`config.mk`:
```
export PLATFORM = sky130hd
export DESIGN_NAME = sram_bank_responder
export DESIGN_NICKNAME = d
export VERILOG_FILES = /design/src/rtl/dotprod_mem_pkg.sv /design/src/rtl/sram_bank_slice.sv /design/src/rtl/sram_bank_responder.sv
export SDC_FILE = /design/constraint.sdc
export NUM_CORES = 1
export LEC_CHECK = 0
export ABC_AREA = 1
export BUFFER_PORTS_ARGS = -buffer_cell sky130_fd_sc_hd__buf_2
export CAP_MARGIN = 20
export CORE_ASPECT_RATIO = 0.75
export CORE_UTILIZATION = 55
export CTS_CLUSTER_DIAMETER = 80
export CTS_CLUSTER_SIZE = 25
export DETAILED_ROUTE_END_ITERATION = 7
export PLACE_DENSITY_LB_ADDON = 0.3
export SYNTH_ARGS = -nofsm -noshare
export SYNTH_HDL_FRONTEND = slang
export SYNTH_SLANG_ARGS = --single-unit
export TNS_END_PERCENT = 20
```
`constraint.sdc`:
```
create_clock -name clk -period 2.3 [get_ports clk]
set_clock_uncertainty 0.1 [all_clocks]
set_input_delay 0.23 -clock clk [delete_from_list [all_inputs] [get_ports clk]]
set_output_delay 0.23 -clock clk [all_outputs]
set_load 0.02 [all_outputs]
```
`src/rtl/dotprod_mem_pkg.sv`:
```
// Shared definitions for the dot-product SRAM responder: default geometry,
// per-bank FSM encodings and the bus slice-offset helper.
package dotprod_mem_pkg;

    localparam int DEF_ADDR_WIDTH    = 4;
    localparam int DEF_DATA_WIDTH    = 8;
    localparam int DEF_NUMS_SRAM_IN  = 2;
    localparam int DEF_NUMS_SRAM_OUT = 1;

    localparam logic [0:0] ST_IDLE  = 1'b0;
    localparam logic [0:0] ST_CLEAR = 1'b1;

    // Low bit of field idx in a bus of equal-width fields packed from bit 0 up.
    function automatic int slice_lo(input int idx, input int width);
        return idx * width;
    endfunction

endpackage

```
`src/rtl/sram_bank_slice.sv`:
```
// One SRAM bank: storage array, IDLE/CLEAR sweep FSM, registered read port
// and a sticky access-error flag.
module sram_bank_slice
    import dotprod_mem_pkg::*;
#(
    parameter int Addr_Width = DEF_ADDR_WIDTH,
    parameter int Ram_Depth  = 1 << Addr_Width,
    parameter int Data_Width = DEF_DATA_WIDTH
) (
    input  logic                  clk,
    input  logic                  rst_n,
    input  logic                  mem_clear,
    input  logic                  chip_select,
    input  logic                  write_en,
    input  logic                  read_en,
    input  logic [Addr_Width-1:0] addr_read,
    input  logic [Addr_Width-1:0] addr_write,
    input  logic [Data_Width-1:0] data_in,
    output logic [Data_Width-1:0] data_out,
    output logic                  read_valid,
    output logic                  clear_busy,
    output logic                  access_error
);

    logic [0:0]            state;
    logic [Addr_Width-1:0] clr_cnt;
    logic [Data_Width-1:0] mem [Ram_Depth];

    logic rd_req, wr_req, in_clear;
    logic rd_oor, wr_oor, rd_ok, wr_ok, err_set, clr_last;

    logic [Data_Width-1:0] rd_data_p1;
    logic                  vld_p1;
    logic                  err_q;

    assign in_clear = (state == ST_CLEAR);
    assign rd_req   = chip_select & read_en;
    assign wr_req   = chip_select & write_en;
    // Only reachable when Ram_Depth is configured below 2**Addr_Width.
    assign rd_oor   = (int'(addr_read)  >= Ram_Depth);
    assign wr_oor   = (int'(addr_write) >= Ram_Depth);
    assign rd_ok    = ~in_clear & rd_req & ~rd_oor;
    assign wr_ok    = ~in_clear & wr_req & ~wr_oor;
    assign err_set  = (in_clear & (rd_req | wr_req)) |
                      (~in_clear & ((rd_req & rd_oor) | (wr_req & wr_oor)));
    assign clr_last = (int'(clr_cnt) == Ram_Depth - 1);

    always_ff @(posedge clk or negedge rst_n) begin
        if (!rst_n) begin
            state   <= ST_IDLE;
            clr_cnt <= '0;
        end else if (state == ST_IDLE) begin
            if (mem_clear) state <= ST_CLEAR;
        end else begin
            if (clr_last) begin
                state   <= ST_IDLE;
                clr_cnt <= '0;
            end else begin
                clr_cnt <= clr_cnt + 1'b1;
            end
        end
    end

    // Array is never reset; the sweep owns the write port while clearing.
    always_ff @(posedge clk) begin
        if (in_clear) begin
            mem[clr_cnt] <= '0;
        end else if (wr_ok) begin
            mem[addr_write] <= data_in;
        end
    end

    // Stage p1: registered read data (read-first against a same-cycle write).
    always_ff @(posedge clk or negedge rst_n) begin
        if (!rst_n) begin
            rd_data_p1 <= '0;
            vld_p1     <= 1'b0;
            err_q      <= 1'b0;
        end else begin
            vld_p1 <= rd_ok;
            if (rd_ok)   rd_data_p1 <= mem[addr_read];
            if (err_set) err_q      <= 1'b1;
        end
    end

    assign data_out     = rd_data_p1;
    assign read_valid   = vld_p1;
    assign clear_busy   = in_clear;
    assign access_error = err_q;

endmodule

```
`src/rtl/sram_bank_responder.sv`:
```
// Memory-side responder for the dot-product SRAM control interface:
// one independent sram_bank_slice per operand/result bank on packed buses.
module sram_bank_responder
    import dotprod_mem_pkg::*;
#(
    parameter int Addr_Width    = DEF_ADDR_WIDTH,
    parameter int Ram_Depth     = 1 << Addr_Width,
    parameter int Nums_SRAM_In  = DEF_NUMS_SRAM_IN,
    parameter int Nums_SRAM_Out = DEF_NUMS_SRAM_OUT,
    parameter int Nums_SRAM     = Nums_SRAM_In + Nums_SRAM_Out,
    parameter int Data_Width    = DEF_DATA_WIDTH
) (
    input  logic                            clk,
    input  logic                            Mem_reset_n,
    input  logic [Nums_SRAM-1:0]            Mem_Clear,
    input  logic [Nums_SRAM-1:0]            En_Chip_Select,
    input  logic [Nums_SRAM-1:0]            En_Write,
    input  logic [Nums_SRAM-1:0]            En_Read,
    input  logic [Nums_SRAM*Addr_Width-1:0] Addr_Read,
    input  logic [Nums_SRAM*Addr_Width-1:0] Addr_Write,
    input  logic [Nums_SRAM*Data_Width-1:0] Data_In,
    output logic [Nums_SRAM*Data_Width-1:0] Data_Out,
    output logic [Nums_SRAM-1:0]            Read_Valid,
    output logic [Nums_SRAM-1:0]            Clear_Busy,
    output logic [Nums_SRAM-1:0]            Access_Error
);

    for (genvar i = 0; i < Nums_SRAM; i++) begin : g_bank
        sram_bank_slice #(
            .Addr_Width (Addr_Width),
            .Ram_Depth  (Ram_Depth),
            .Data_Width (Data_Width)
        ) u_bank (
            .clk          (clk),
            .rst_n        (Mem_reset_n),
            .mem_clear    (Mem_Clear[i]),
            .chip_select  (En_Chip_Select[i]),
            .write_en     (En_Write[i]),
            .read_en      (En_Read[i]),
            .addr_read    (Addr_Read[slice_lo(i, Addr_Width) +: Addr_Width]),
            .addr_write   (Addr_Write[slice_lo(i, Addr_Width) +: Addr_Width]),
            .data_in      (Data_In[slice_lo(i, Data_Width) +: Data_Width]),
            .data_out     (Data_Out[slice_lo(i, Data_Width) +: Data_Width]),
            .read_valid   (Read_Valid[i]),
            .clear_busy   (Clear_Busy[i]),
            .access_error (Access_Error[i])
        );
    end

endmodule

```
==> results of run 1 <==
## cells in the mapped netlist
cell / count
ha_1: 3
inv_4: 4
nand2_2: 5
dfrtp_1: 45
nand2_4: 1
inv_1: 59
buf_8: 1
nand3_4: 4
o31ai_1: 2
nor3_2: 4
nand3_2: 5
clkinv_1: 3
nand4_1: 1
nand2_1: 615
o21bai_1: 3
o21ai_0: 14
edfxtp_1: 384
nand3_1: 307
buf_2: 44
o21ai_4: 1
buf_6: 2
nor2_1: 60
buf_1: 4
clkbuf_1: 11
xor2_1: 3
o21ai_2: 11
nor3_1: 8
buf_4: 22
inv_2: 9
## registers in the layout, indices dropped and copies added (netlist names)
signal                      count
g_bank.u_bank.mem             384
g_bank.u_bank.read_valid        3
g_bank.u_bank.data_out         24
g_bank.u_bank.clear_busy        3
g_bank.u_bank.clr_cnt          12
g_bank.u_bank.access_error      3
## cell type report
type	instances	area [um2]	area share [%]
multi-input combinational	1047	4603	22.97
sequential	429	12660	63.15
inverter	75	291.5	1.455
clock buffer	35	578.1	2.884
tap	442	553.0	2.759
clock inverter	3	33.78	0.1685
timing repair buffer	197	1326	6.617
## where the power goes
part / switching, uW / internal (uW) / leakage (uW)
clock network: 2320 / 1770 / 0.000291
registers: 509 / 10200 / 0.00410
logic: 3060 / 1370 / 0.00374
total: 5890 / 13300 / 0.00813
## metrics by stage
step	instances	hold WS [ns]
after detailed placement	2177	0.1532
final	2228	0.05412
after floorplan	1635	-0.1656
after CTS	2228	0.02691
after global routing	2228	0.06210
after global placement	2177	0.1492
## logic make-up (layout without fill, tap and decap cells)
group,count (synthesis),after routing,share of synthesized area (%)
AND/OR/NAND/NOR,1010,1010,23.95
flip-flops,429,429,70.20
buffers and inverters,159,310,4.274
AO/OA/AOI/OAI,31,31,1.221
adder cells (fa/ha/maj),3,3,0.2082
XOR/XNOR,3,3,0.1457
## timing repair
action,in CTS,in global routing
endpoints found under the setup margin,0,0
hold buffers,13,0
endpoints found under the hold margin,56,0
## per-layer routing
metal | share of wire [%] | wire length (um)
met4 | 2.2 | 888
met5 | 0 | 0
met3 | 9.4 | 3878
met2 | 44 | 18130
met1 | 44 | 18180
## path summary, 6_finish.rpt
| check | endpoint | slack, ns |
|---|---|---|
| hold / removal | g_bank[1].u_bank.data_out[5] | 0.05 |
| max in group asynchronous | g_bank[0].u_bank.read_valid | 1.41 |
| setup / recovery | g_bank[1].u_bank.mem[2][5] | 0.18 |
| setup reg to reg | g_bank[1].u_bank.mem[2][5] | 0.18 |
| hold reg to reg | g_bank[2].u_bank.data_out[4] | 0.38 |
| min in group asynchronous | g_bank[0].u_bank.clear_busy | 0.09 |
## tightest hold or removal path, stage by stage
cell     delay [ns]
buf_2          0.11
nand3_2        0.20
nand2_1        0.08
nand2_1        0.05
==> flow_metrics.tcl, run 1 <==
set metrics [dict create \
    arrival_ns 2.28 \
    cts_root_buffer "clkbuf_16" \
    final-max-slew-violation-count 0 \
    met2_usage_pct 37.14 \
    crit_path_max_fanout 15 \
    global_route.usage.met3_pct 4.213 \
    slew_headroom_pct 54.76 \
    place_worst_setup_slack_ns 0.2270 \
    global_route.usage.met1_pct 39.15 \
    static-leakage-power_uw 0.008132 \
    number_of_global_route_vias_before_repair 11599 \
    min_path_cells 4 \
    setup_viol_count_final 0 \
    cts-resized-gates 0 \
    synth_fp_nets 1700 \
    gp_congestion 0.9095 \
    pin_count_of_the_biggest_net_entering_global_routing 65 \
    grt_pass1_wl_mm 64.36 \
    totalWireLength_mm 41.08 \
    synth_seq_area_share_pct 70.20 \
    grt_setup_unrepaired "false" \
    tritoncts "done" \
    worstSetupPathDepth 8 \
    worst-slew-pin-transition_ns 0.6785 \
    synth_largest_type_area_fraction_pct 63.95 \
    synth_cells 1635 \
    initial_core_util_pct 55.81 \
    post_cts_buffers 0 \
    cts.reportedPaths.clkPinSlew_ns 0.09 \
    drt.antenna.violating_nets 0 \
    final_min_period_over_clock_period_pct 91.96 \
    global_route_layer_with_the_greatest_usage "met1" \
    layout_commonest_cell "nand2_1" \
    setup_total_negative_slack_ns 0 \
    cts_buffer_depth 3 \
    yosysTopAreaCell "edfxtp_1" \
    i_o_buffers 94 \
    post_route_cells_drive_above_1_share_pct 14.11 \
    cts_buf_count 21 \
    placeableCoreArea_mm2 0.03231 \
    critical_path.startpoint_type "flop" \
    fp.dieArea_mm2 0.03352 \
    timing.final.ws_setup_ns 0.1848 \
    critical_path_cell_by_cell "inv_4 -> nand3_4 -> nand2_1 -> o21ai_2 -> inv_1 -> nand3_1 -> nor2_1 -> buf_4" \
    area_delta_synth_final_pct 11.16 \
    yosys_reg_bits 429 \
    route.detailed.drc 0 \
    yosys-top-cells-area "edfxtp_1, nand2_1, nand3_1, dfrtp_1, nor2_1" \
    power_uw 19190 \
    min_period_ns 2.115 \
    globalRouteOverflowTotal 0 \
    drt-vias-per-instance 5.418 \
    run_status "completed" \
    io-pin-count 95 \
    die_w_um 211.1 \
    yosys_warnings 0 \
    post_route_cell_area_mm2 0.02004 \
    mappedNetlistArea_mm2 0.01803 \
    h-tree-depth 1 \
    final_cell_mix "nand2_1, edfxtp_1, nand3_1, buf_2, buf_4" \
    via_count 12072 \
    timing.reg2reg.worst_path_depth 8 \
    layout.core_utilization_pct 62.04 \
    placement.cell_area_mm2 0.01930 \
    report.final.hold_viol_count 0 \
    cp.required_ns 2.46 \
    routedWlPerCell_um 18.44 \
    worst_hold_startpoint "En_Read[1]" \
    cellPowerDensity_mw_per_mm2 957.3 \
    vdd.ir_drop.worst_uv 638.4 \
    endpoint_kind "flop" \
    hold_path_class "in -> reg" \
    num-fill-cells 2556 \
    std_cell_rows 57 \
    synth.lib_cells_used.distinct 29 \
    critical_path.startpoint "g_bank[1].u_bank.clear_busy" \
    synth_area_per_cell_um2 11.03 \
    worst_r2r_startpoint "g_bank[1].u_bank.clear_busy" \
    fmax_ghz 0.4728 \
    cap_viol_max_count 0 \
    grt_antenna_before_repair 0 \
    tritoncts_num_sinks 429 \
    nNetsFinal 1836 \
    drtPass1Iterations 5 \
    detailedPlacementHpwl_mm 27.24 \
    slowest_delay_ns 0.47 \
    critical_path.top_delay_family "simple AND/OR/NAND/NOR gates" \
    floorplan.die.height_um 158.8 \
    buffers_inverters_on_critical_path 3 \
    clock_latency_ns 0.56 \
    timing.critical_path.slowest_stage_cell "dfrtp_1" \
    starting_drc_count_in_detailed_routing 1484 \
    grt_use_total_pct 25.14 \
    n_antenna_cell 0 \
    kind_of_critical_path "reg -> reg" \
]
Power figures use the tool's default switching activity.
==> run 2, diff against run 1 <==
--- a/config.mk
+++ b/config.mk
@@ -13,7 +13,7 @@
 export CTS_CLUSTER_DIAMETER = 80
 export CTS_CLUSTER_SIZE = 25
 export DETAILED_ROUTE_END_ITERATION = 7
-export PLACE_DENSITY_LB_ADDON = 0.3
+export PLACE_DENSITY = 0.71
 export SYNTH_ARGS = -nofsm -noshare
 export SYNTH_HDL_FRONTEND = slang
 export SYNTH_SLANG_ARGS = --single-unit
==> flow_metrics.tcl, run 2 (synthesis gave the netlist of run 1 again) <==
set metrics [dict create \
    run_status "completed" \
    fp.dieArea_mm2 0.03352 \
    share_comb_of_total_power_pct 23.2 \
    placedCellCount 2176 \
    detailedPlacementHpwl_mm 26.88 \
    power.sequential.fraction_pct 55.6 \
    slew_headroom_pct 51.95 \
    crit_path_max_fanout 15 \
    final_min_period_over_clock_period_pct 93.84 \
    endpoint_kind "flop" \
    die_w_um 211.1 \
    top_register "g_bank.u_bank.mem" \
    netSwitchingFraction_pct 30.80 \
    n_antenna_cell 0 \
    totalWireLength_mm 40.74 \
    cellInternalPower_uw 13290 \
    min_period_ns 2.158 \
    starting_drc_count_in_detailed_routing 1373 \
    critical_path.startpoint_type "flop" \
    tritoncts_num_sinks 429 \
    drtPass1Iterations 5 \
    static-leakage-power_uw 0.008128 \
    grt_antenna_before_repair 0 \
    cts_buffer_depth 3 \
    h-tree-depth 1 \
    largest_register_ff_count 384 \
    critical_path_cell_by_cell "inv_4 -> nand3_4 -> nand2_1 -> o21ai_2 -> inv_1 -> nand3_1 -> nor2_1 -> buf_4" \
    setup_viol_count_final 0 \
    routedWlPerCell_um 18.30 \
    cap_viol_max_count 0 \
    route.detailed.drc 0 \
    number_of_global_route_vias_before_repair 11467 \
    area_delta_synth_final_pct 11.15 \
    nNetsFinal 1835 \
    drt-vias-per-instance 5.435 \
    multiInputGateArea_mm2 0.004603 \
    drt.antenna.violating_nets 0 \
    fmax_ghz 0.4633 \
    cts_buf_count 21 \
    arrival_ns 2.31 \
    slowest_delay_ns 0.48 \
    worst-slew-pin-transition_ns 0.7208 \
    floorplan.die.height_um 158.8 \
    report.final.hold_viol_count 0 \
    tritoncts "done" \
    post_route_cells_drive_above_1_share_pct 14.01 \
    timing.critical_path.slowest_stage_cell "dfrtp_1" \
    post_cts_buffers 0 \
    initial_core_util_pct 55.81 \
    post_route_cell_area_mm2 0.02004 \
    stdcell_count 2226 \
    io-pin-count 95 \
    std_cell_rows 57 \
    hold_path_class "in -> reg" \
    critical_path.top_delay_family "simple AND/OR/NAND/NOR gates" \
    cellPowerDensity_mw_per_mm2 958.1 \
    clock_power_share_pct 21.2 \
    placeableCoreArea_mm2 0.03231 \
    final_cell_mix "nand2_1, edfxtp_1, nand3_1, buf_2, buf_4" \
    cts-resized-gates 0 \
    buffers_inverters_on_critical_path 3 \
    cp.required_ns 2.45 \
    timing.hold.ws_ns 0.01567 \
    layout_commonest_cell "nand2_1" \
    num-fill-cells 2583 \
    grt_pass1_wl_mm 64.00 \
    kind_of_critical_path "reg -> reg" \
    power_uw 19200 \
    via_count 12099 \
    cts_root_buffer "clkbuf_16" \
    placement.cell_area_mm2 0.01931 \
    final-max-slew-violation-count 0 \
    gp_congestion 0.8768 \
    cts.reportedPaths.clkPinSlew_ns 0.10 \
    grt_setup_unrepaired "true" \
    i_o_buffers 94 \
    area.sequential_mm2 0.01266 \
    net-switching-power_uw 5915 \
    globalRouteOverflowTotal 0 \
    pin_count_of_the_biggest_net_entering_global_routing 65 \
    grt_use_total_pct 25.00 \
    clock_latency_ns 0.54 \
    vdd.ir_drop.worst_uv 587.5 \
]
run 2: metrics by stage:
step                worst slack [ns]  util [%]  setup TNS, ns
floorplan                     0.1674         -              0
global placement              0.2818     59.76              0
detailed placement            0.1940     59.76              0
CTS                           0.1790     62.03              0
global route                -0.02984     62.03        -0.5853
finish                        0.1416     62.03              0
run 2: worst paths after layout:
| kind | from | endpoint | slack [ns] | depth (start not counted) |
|---|---|---|---|---|
| hold / removal | Data_In[5] | g_bank[0].u_bank.mem[13][5] | 0.02 | 3 |
| setup / recovery | g_bank[0].u_bank.clear_busy | g_bank[0].u_bank.mem[3][3] | 0.14 | 8 |
| hold reg to reg | g_bank[0].u_bank.data_out[2] | g_bank[0].u_bank.data_out[2] | 0.38 | 2 |
| setup reg to reg | g_bank[0].u_bank.clear_busy | g_bank[0].u_bank.mem[3][3] | 0.14 | 8 |
| min in group asynchronous | Mem_reset_n | g_bank[1].u_bank.clr_cnt[2] | 0.23 | 3 |
| max in group asynchronous | Mem_reset_n | g_bank[2].u_bank.data_out[7] | 1.35 | 3 |
run 2: worst min-delay path: stages:
cell and delay [ns]:
buf_2 0.09, inv_1 0.04, nor2_1 0.10
run 2: area by class of cell:
type                            instances  area share [%]
Clock buffer                           35           2.884
Clock inverter                          2          0.1373
Tap cell                              442           2.759
Sequential cell                       429           63.15
Multi-Input combinational cell       1047           22.97
Timing Repair Buffer                  196           6.643
Inverter                               75           1.455
run 2: timing repair:
action,4_1_cts,5_1_grt
hold buffers,13,0
hold endpoints to repair,65,0
endpoints found under the setup margin,0,38
run 2: metal layers:
metal	part of all wire [%]	vias up	wire, um	track usage, %
met5	0	-	0	0
met4	2.1	0	866	5.665
met3	7.9	48	3231	4.055
met2	45	452	18360	38.28
met1	45	5778	18280	37.75
li1	-	5821	-	-
run 2: power by group through the flow:
stage	sequential (uW)	combinational (uW)	clock [uW]
after detailed placement	10800	4410	0
after floorplan	11000	2620	0
after global placement	10800	4270	0
after CTS	10700	4440	4160
final	10700	4450	4080
after global routing	10800	4930	4400
